`config.mk`:
```
export PLATFORM = sky130hd
export DESIGN_NAME = mem_arbiter
export DESIGN_NICKNAME = d
export VERILOG_FILES = /design/src/rtl/cpu_types_pkg.sv /design/src/rtl/mem_arbiter.sv
export SDC_FILE = /design/constraint.sdc
export NUM_CORES = 1
export LEC_CHECK = 0
export CAP_MARGIN = 0
export CORE_AREA = 2 2 105 107
export DETAILED_ROUTE_END_ITERATION = 10
export DIE_AREA = 0 0 107 109
export MAX_ROUTING_LAYER = met4
export PLACE_DENSITY_LB_ADDON = 0.05
export SYNTH_ARGS = -nofsm -noshare
export SYNTH_HDL_FRONTEND = slang
export SYNTH_SLANG_ARGS = --single-unit
```
`constraint.sdc`:
```
create_clock -name CLK -period 3.7 [get_ports CLK]
set_input_delay 0.925 -clock CLK [delete_from_list [all_inputs] [get_ports CLK]]
set_output_delay 0.925 -clock CLK [all_outputs]
set_load 0.02 [all_outputs]
```
`src/rtl/cpu_types_pkg.sv`:
```
// Shared CPU memory-system types: RAM status, data word and arbiter FSM states.
package cpu_types_pkg;

  localparam int unsigned WORD_W = 32;

  typedef logic [WORD_W-1:0] word_t;

  typedef enum logic [1:0] {
    FREE   = 2'd0,
    BUSY   = 2'd1,
    ACCESS = 2'd2,
    ERROR  = 2'd3
  } ramstate_t;

  typedef enum logic [1:0] {
    IDLE   = 2'd0,
    IGRANT = 2'd1,
    DGRANT = 2'd2
  } arb_state_t;

endpackage

```
`src/rtl/mem_arbiter.sv`:
```
// Single-port RAM arbiter between icache and dcache, data-priority by default.
// Define ARB_FAIR_EN to bound consecutive data grants while a fetch waits.
module mem_arbiter
  import cpu_types_pkg::*;
#(
  parameter int unsigned STARVE_LIMIT = 4
) (
  input  logic      CLK,
  input  logic      nRST,
  input  logic      iREN,
  input  word_t     iaddr,
  output logic      iwait,
  output word_t     iload,
  input  logic      dREN,
  input  logic      dWEN,
  input  word_t     daddr,
  input  word_t     dstore,
  output logic      dwait,
  output word_t     dload,
  output logic      ramREN,
  output logic      ramWEN,
  output word_t     ramaddr,
  output word_t     ramstore,
  input  word_t     ramload,
  input  ramstate_t ramstate,
  output logic      memerr
);

  arb_state_t state_q, state_d;
  logic       memerr_q, memerr_d;
  logic       d_req_c;
  logic       take_i_c;

  assign d_req_c = dREN | dWEN;
  assign memerr  = memerr_q;

  always_ff @(posedge CLK or negedge nRST) begin
    if (!nRST) begin
      state_q  <= IDLE;
      memerr_q <= 1'b0;
    end else begin
      state_q  <= state_d;
      memerr_q <= memerr_d;
    end
  end

`ifdef ARB_FAIR_EN
  localparam int unsigned CNT_W = $clog2(STARVE_LIMIT + 1);

  logic [CNT_W-1:0] starve_q, starve_d;
  logic             starve_sat;

  assign starve_sat = (starve_q == CNT_W'(STARVE_LIMIT));
  assign take_i_c   = iREN && starve_sat;

  // Counts data grants that jumped ahead of a waiting fetch.
  always_comb begin
    starve_d = starve_q;
    if (!iREN || (state_q == IDLE && state_d == IGRANT)) begin
      starve_d = '0;
    end else if (state_q == IDLE && state_d == DGRANT && !starve_sat) begin
      starve_d = starve_q + CNT_W'(1);
    end
  end

  always_ff @(posedge CLK or negedge nRST) begin
    if (!nRST) starve_q <= '0;
    else       starve_q <= starve_d;
  end
`else
  // Limit only matters when fairness is compiled in.
  logic unused_limit;
  assign unused_limit = ^STARVE_LIMIT;
  assign take_i_c     = 1'b0;
`endif

  // Next state and the combinational RAM/cache steering for the current grant.
  always_comb begin
    state_d  = state_q;
    memerr_d = memerr_q;
    ramREN   = 1'b0;
    ramWEN   = 1'b0;
    ramaddr  = '0;
    ramstore = '0;
    iwait    = 1'b1;
    dwait    = 1'b1;
    iload    = '0;
    dload    = '0;
    unique case (state_q)
      IDLE: begin
        if (take_i_c)     state_d = IGRANT;
        else if (d_req_c) state_d = DGRANT;
        else if (iREN)    state_d = IGRANT;
      end
      IGRANT: begin
        ramREN  = iREN;
        ramaddr = iaddr;
        iload   = ramload;
        iwait   = !(iREN && ramstate == ACCESS);
        if (ramstate == ERROR) memerr_d = 1'b1;
        if (!iREN || ramstate == ACCESS || ramstate == ERROR) state_d = IDLE;
      end
      DGRANT: begin
        // A simultaneous read and write is serviced as the write.
        ramREN   = dREN & ~dWEN;
        ramWEN   = dWEN;
        ramaddr  = daddr;
        ramstore = dstore;
        dload    = ramload;
        dwait    = !(d_req_c && ramstate == ACCESS);
        if (ramstate == ERROR) memerr_d = 1'b1;
        if (!d_req_c || ramstate == ACCESS || ramstate == ERROR) state_d = IDLE;
      end
      default: state_d = IDLE;
    endcase
  end

endmodule

```
==> flow_summary.toml <==
[global_routing]
overflow = 0
grt_pass1_wl_um = 12500
grt_usage_pct = 14.1
grt_max_degree = 49
antenna_found_initial = 0
grt_pass1_vias = 2163

[clock_network]
cts_setup_buffers = 0
clock_sinks = 3
clock_latency_ns = 0.22
clk_pin_slew_ns = 0.03
cts_buffers = 3
cts-htree-levels = 1
clockBufferDepth = 2
postCtsHoldBufs = 0
cts-root-buf = "clkbuf_8"
cts-resized-gates = 0
cts_tree = "done"

[logic_synthesis]
ys_seq_area_share_pct = 5.31
synth_fp_nets = 347
synth_seq_cells = 3
synth_cell_types = 25
synth_area_leader_cell = "and2_1"
synth_area_leaders = "and2_1 (43%), a22oi_1 (17%), nor2b_1 (15%)"
syn_avg_cell_area_um2 = 6.76
synthCells = 209
ys_warn_count = 0
yosys.area.top_type_share_pct = 43.4
syn_area_um2 = 1410

[place]
gp_congestion = 0.768
hpwlAfterDp_um = 7370
io_buffers = 267

[critical_path]
reg2reg_to = "state_q[1]"
ff2ff_path_depth = 5
crit_path_end = "ramREN"
arrival_ns = 2.54
crit_required_ns = 2.77
endpoint_kind = "primary output"
cp_max_fo = 6
criticalPathCategory = "in2out"
crit_start = "dREN"
worstReg2RegStart = "state_q[1]"
reg2reg_slack_ns = 2.06
startpoint_type = "primary input"

[finish]
layout_commonest_cell = "clkdlybuf4s50_1"
final_core_util_pct = 40.2
layout-drive-gt1-share_pct = 2.81
final_cell_mix = "clkdlybuf4s50_1 (267), and2_1 (98), nor2b_1 (33)"
diodes = 0
nets = 602
synthToLayoutAreaGrowth_pct = 201

[power]
p_sw_mw = 0.925
pwr-share-seq_pct = 2.4
peakVddDrop_mv = 0.313
p_total_mw = 1.97
combPwrFrac_pct = 92.7
switching_share_pct = 47.0
power_frac_clock_pct = 5.0
cellPowerDensity_nw_per_um2 = 462
power_leakage_nw = 1.52
power.internal_mw = 1.04

[floorplan]
die-area_um2 = 11700
fp-row-count = 38
io_pins = 268
die_h_um = 109
die_x_um = 107
core_um2 = 10600
initial_utilization_pct = 13.3

[drt]
drt_iter0_drc = 82
wl_per_cell_um = 14.7
ant_nets = 0
drtPass1Iterations = 4
drc = 0
vias = 2360
via_per_inst = 3.91
totalWireLength_um = 8880

[timing]
final_max_slew_viol_count = 0
finalCritPeriodShare_pct = 93.7
relSlewSlack_pct = 71.7
fmax_mhz = 288
fin_setup_tns_ns = 0
rsz0062_at_grt = "no"
layout_min_cycle_time_ns = 3.47
finClkSkew_ns = 0.00380
hold_viol = 0
tightest_slew_ns = 0.424
setup_viol = 0

[run]
cap_violations = 0

[hold_path]
hp-class = "reg2reg"

[run_status]
status = "completed"
worst min-delay path by stage:
| stage | from | end | slack, ns | cells past startpoint |
|---|---|---|---|---|
| 3_3_place_gp | memerr | memerr | 0.47 | 1 |
| 6_report | memerr | memerr | 0.48 | 1 |
| 4_1_cts | memerr | memerr | 0.48 | 1 |
| 5_1_grt | memerr | memerr | 0.51 | 1 |
| 2_1_floorplan | state_q[1] | state_q[1] | 0.49 | 1 |
| 3_5_place_dp | memerr | memerr | 0.47 | 1 |
area by class of cell:
class | instances | area, um2
Clock buffer | 4 | 45.0
Fill cell | 1077 | 6340
Inverter | 2 | 7.51
Multi-Input combinational cell | 182 | 1210
Sequential cell | 3 | 75.1
Tap cell | 140 | 175
Timing Repair Buffer | 272 | 2750
power by group through the flow:
| stage | clock network [mW] | logic, mW | registers, mW |
|---|---|---|---|
| after floorplan | 0 | 0.960 | 0.0445 |
| after global placement | 0 | 1.86 | 0.0456 |
| after detailed placement | 0 | 1.85 | 0.0459 |
| after CTS | 0.103 | 1.86 | 0.0462 |
| after global routing | 0.104 | 1.95 | 0.0477 |
| final | 0.0975 | 1.82 | 0.0465 |
layer usage:
layer | GRT usage (%) | share of wire (%) | vias up | wire length [um]
met3 | 2.69 | 7.2 | 4 | 637
met2 | 28.5 | 56 | 121 | 4950
met4 | 1.39 | 0.53 | 0 | 47
met1 | 14.4 | 37 | 1032 | 3250
met5 | - | 0 | - | 0
li1 | - | - | 1203 | -
kinds of logic (layout without fill, tap and decap cells):
logic type               count (synthesis)  after routing  share of synthesized area (%)
buffers and inverters                   24            278                           9.38
adder cells (fa/ha/maj)                  3              3                           2.66
AND/OR/NAND/NOR                        137            137                           60.4
AO/OA/AOI/OAI                           42             42                           22.3
flip-flops                               3              3                           5.31
sequential cells by signal (all words and copies together) (netlist names):
name / cells
state_q: 2
memerr: 1
through the flow:
stage / setup slack, ns / hold slack, ns / area, um2 / cells
2_1_floorplan: 1.45 / 0.491 / 1410 / 209
3_3_place_gp: 0.256 / 0.466 / 4220 / 599
3_5_place_dp: 0.229 / 0.467 / 4220 / 599
4_1_cts: 0.230 / 0.480 / 4260 / 603
5_1_grt: 0.129 / 0.506 / 4260 / 603
6_report: 0.233 / 0.479 / 4260 / 603
cells in the mapped netlist:
library cell and count:
a21oi_2 1, a22o_1 1, a22oi_1 32, a2bb2oi_1 1, a31o_2 1, and2_1 98
buf_2 5, buf_4 3, buf_6 3, clkbuf_1 9, clkbuf_2 2, dfrtp_1 3
ha_1 3, inv_1 2, nand2_1 1, nand2_2 1, nand2b_1 1, nand3_1 2
nor2b_1 33, nor3b_1 1, o211ai_1 1, o21ai_0 2, o21ai_1 1, o221ai_1 1
o2bb2ai_1 1
worst max-delay path, stage by stage:
cell and delay (ns):
clkdlybuf4s50_1 0.57, nand2_1 0.07, o21ai_0 0.20, and2_1 0.15, clkdlybuf4s50_1 0.63
(Power assumes the default switching activity.)
==> patch 1, RTL diff (same settings) <==
The 3 states of `arb_state_t` get a one-hot encoding in 3 bits.
--- a/src/rtl/cpu_types_pkg.sv
+++ b/src/rtl/cpu_types_pkg.sv
@@ -13,8 +13,8 @@
   } ramstate_t;
 
-  typedef enum logic [1:0] {
-    IDLE   = 2'd0,
-    IGRANT = 2'd1,
-    DGRANT = 2'd2
+  typedef enum logic [2:0] {
+    IDLE   = 3'b001,
+    IGRANT = 3'b010,
+    DGRANT = 3'b100
   } arb_state_t;
 
Check against the original RTL: same outputs for any inputs over 10 cycles, from zero or initial values and one cycle with nRST low; not proved beyond that.
==> patch 1 against the original RTL <==
Sequential cell count is 1 higher; synthesized cell count is 18% lower; worst setup slack better by 0.16 ns; critical path depth shrank 1; power down 30%; non-clock buffer count fell by 2; design area fell by 3.9%; wire length fell by 7.5%; area after synthesis is 13% lower; critical path type unchanged; largest cell class unchanged; largest power group unchanged.
==> patch 1: results <==
[global_routing]
gr-usage-met1_pct = 14.05
grt_pass1_wl_um = 11520
grt_pass1_vias = 2192
grtUsageTotal_pct = 12.86
use_met2_pct = 23.52
use_met3_pct = 3.407
grt_max_degree = 91

[setup_path]
max_stage_delay_ns = 0.60
r2r_start = "state_q[0]$_DFFE_PN1P_"
cp_max_fo = 5
reg2regPathDepth = 3
r2r_slack_ns = 2.40
critPathArrivalTime_ns = 2.38

[routing]
m1WireLength_um = 3060
drt_iter0_drc = 105
met2_length_um = 4248
wirelength_um = 8216
vias = 2255
vias_per_cell = 3.970
met3_length_um = 833

[synthesis]
synth_area_leaders = "and2_1 (49%), a22o_1 (23%), dfrtp_1 (6.1%), clkbuf_1 (3.3%), dfstp_2 (2.1%)"
syn_area_per_cell_sq_um = 7.173
synth.yosys.seq_area_share_pct = 8.215
synthMuxAreaShare_pct = 0.8114
synthAdderAreaFrac_pct = 0
syn_nets = 307
synthFlopType = "dfrtp_1"
synthXorXnorAreaFrac_pct = 0
synth_compound_area_share_pct = 24.54
ys_top_cells_by_count = "and2_1 (97), a22o_1 (32), clkbuf_1 (11), buf_2 (5)"

[finish]
num-fill-cells = 1081
final_layout_size_suffix_gt1_share_pct = 2.103
largest_reg_flops = 3

[sta]
tightest_slew_ns = 0.3613
finClkSkew_ns = 0.001829

[power]
comb_power_mw = 1.18
pg_seq_uw = 97.5
ir_worst_vdd_mv = 0.1858
power.leakage_nw = 1.523
swShare_pct = 44.22

[placement]
hpwlAfterDp_um = 6802
gp_congestion = 0.7553
place_inst = 564

[status]
outcome = "finished, final reports clean"

[cts]
cts_root_buffer = "clkbuf_8"
insertion_delay_ns = 0.22
## patch 1: cell types whose count changed in the layout (fill, tap and decap cells not counted), moves of 2 or more
cell / unedited run / this run
nor4b_1: 0 / 2
nor3_1: 0 / 3
nor2b_1: 33 / 1
nor2_1: 0 / 2
a22o_1: 1 / 32
nor3b_4: 0 / 2
ha_2: 2 / 0
a22oi_1: 32 / 0
o21ai_0: 2 / 0
## patch 1: metrics by stage
stage / power, mW / hold WS, ns / setup WS (ns) / util, % / instance area [sq um]
6_report: 1.372 / 0.4806 / 0.3964 / 38.62 / 4095
5_1_grt: 1.460 / 0.5058 / 0.2884 / 38.62 / 4095
4_1_cts: 1.397 / 0.4768 / 0.3975 / 38.62 / 4095
3_5_place_dp: 1.293 / 0.4637 / 0.3964 / 38.20 / 4050
3_3_place_gp: 1.304 / 0.4618 / 0.4329 / 38.20 / 4050
2_1_floorplan: 0.6585 / 0.5307 / 1.403 / - / 1234
## patch 1: final cells by class
type,instances,area share (%)
Clock buffer,4,1.100
Tap cell,140,4.277
Multi-Input combinational cell,149,25.63
Inverter,1,0.09166
Sequential cell,4,2.475
Timing Repair Buffer,270,66.42
## patch 1: worst max path at each step
stage,start,end,slack (ns),cells after the start
5_1_grt,dWEN,dwait,0.29,4
4_1_cts,dWEN,dwait,0.40,4
6_report,dWEN,dwait,0.40,4
3_5_place_dp,dWEN,dwait,0.40,4
3_3_place_gp,ramstate[1],iwait,0.43,4
2_1_floorplan,state_q[1]$_DFFE_PN0P_,iload[10],1.40,5
## patch 1: kinds of logic (layout without fill, tap and decap cells)
family                 after synthesis  count (layout)
AO/OA/AOI/OAI                       35              35
buffers and inverters               19             275
flip-flops                           4               4
multiplexers                         1               1
AND/OR/NAND/NOR                    113             113
==> patch 2, RTL diff (config.mk and constraints unchanged) <==
Made on the original files. Add a define of `ARB_FAIR_EN`.
--- a/src/rtl/mem_arbiter.sv
+++ b/src/rtl/mem_arbiter.sv
@@ -1,4 +1,6 @@
 // Single-port RAM arbiter between icache and dcache, data-priority by default.
 // Define ARB_FAIR_EN to bound consecutive data grants while a fetch waits.
+`define ARB_FAIR_EN
+
 module mem_arbiter
   import cpu_types_pkg::*;
Behaviour: not the same (a bounded check fails within 10 cycles, from zero or initial values and one cycle with nRST low).
==> patch 2 against the original RTL <==
Hold slack improved by 0.0053 ns; area after synthesis rose by 17%; maximum frequency rose by 2.9%; sequential cell count rose by 3; design area rose by 6.3%; utilization rose by 2.5 points; wire length rose by 14%; power rose by 18%; worst setup slack improved by 0.097 ns; largest power group unchanged.
==> patch 2: results <==
[status]
outcome = "finished, final reports clean"

[global_routing]
grt_pass1_wl_um = 14320

[finish]
nNetsFinal = 638
clockNetworkAreaShare_pct = 0.9119
seq_share_pct = 3.316
largest_register = "starve_q"
n_clock_buffer = 3
final_layout_size_suffix_gt1_share_pct = 3.434
multi_input_gates = 207
buffers_excl_clock = 274
multi_input_area_share_pct = 30.75
largest_reg_flops = 3

[placement]
hpwlAfterDp_um = 8474
dp_slack_ns = 0.3185
gp_congestion = 0.7500

[setup_path]
cp_max_fo = 5
timing.rr.end = "starve_q[1]$_DFFE_PN0P_"
reg2regPathDepth = 7
critPathArrivalTime_ns = 2.45
r2r_start = "state_q[1]$_DFF_PN0_"

[power]
power.leakage_nw = 1.642
ir_worst_vdd_mv = 0.2068
comb_power_mw = 2.13

[routing]
drt_iter0_drc = 128
vias_per_cell = 4.009
wirelength_um = 10100

[synthesis]
synth.yosys.seq_area_share_pct = 9.112
ys_top_cells_by_count = "and2_1 (97), nor2b_1 (35), a22oi_1 (32), clkbuf_1 (19), nand2_1 (9)"
syn_nets = 381
synth_area_leaders = "and2_1 (37%), a22oi_1 (15%), nor2b_1 (13%), dfrtp_1 (9.1%), ha_1 (4.6%)"

[sta]
slew_headroom_pct = 69.90

[cts]
clock_sinks = 6
[patch 2: cells by family (layout without fill, tap and decap cells)]
| family | count (synthesis) | after routing | synth area share (%) |
|---|---|---|---|
| flops | 6 | 6 | 9.111 |
| compound gates | 47 | 47 | 22.63 |
| buf+inv | 27 | 282 | 6.682 |
| simple gates | 153 | 153 | 56.42 |
| fa+ha+maj | 6 | 6 | 4.556 |
| mux | 1 | 1 | 0.6075 |
[patch 2: per-stage QoR]
| step | power [mW] | hold WS [ns] | util, % | std cells |
|---|---|---|---|---|
| final | 2.331 | 0.4848 | 42.71 | 635 |
| after CTS | 2.371 | 0.4937 | 42.71 | 635 |
| after detailed placement | 2.259 | 0.4860 | 42.32 | 632 |
| after global placement | 2.269 | 0.4560 | 42.32 | 632 |
| after global routing | 2.491 | 0.5238 | 42.71 | 635 |
| after floorplan | 1.224 | 0.5334 | - | 240 |
[patch 2: worst max path at each step]
stage	start	to	slack, ns
6_report	dWEN	ramREN	0.33
5_1_grt	dWEN	ramREN	0.19
4_1_cts	dWEN	ramREN	0.31
3_5_place_dp	dWEN	ramREN	0.32
3_3_place_gp	dWEN	ramREN	0.30
2_1_floorplan	state_q[0]$_DFF_PN0_	ramREN	1.14
[patch 2: layer usage]
metal | wire (um) | vias to the layer above | track usage [%] | part of all wire (%)
met5 | 0 | - | - | 0
met4 | 72 | 0 | 2.041 | 0.71
met3 | 821 | 6 | 4.005 | 8.1
met2 | 5380 | 115 | 29.62 | 53
met1 | 3826 | 1119 | 18.52 | 38
li1 | - | 1306 | - | -
[patch 2: critical path: stages]
cell and delay (ns):
clkdlybuf4s50_1 0.48, nand3b_1 0.18, a21boi_0 0.18, clkdlybuf4s50_1 0.67
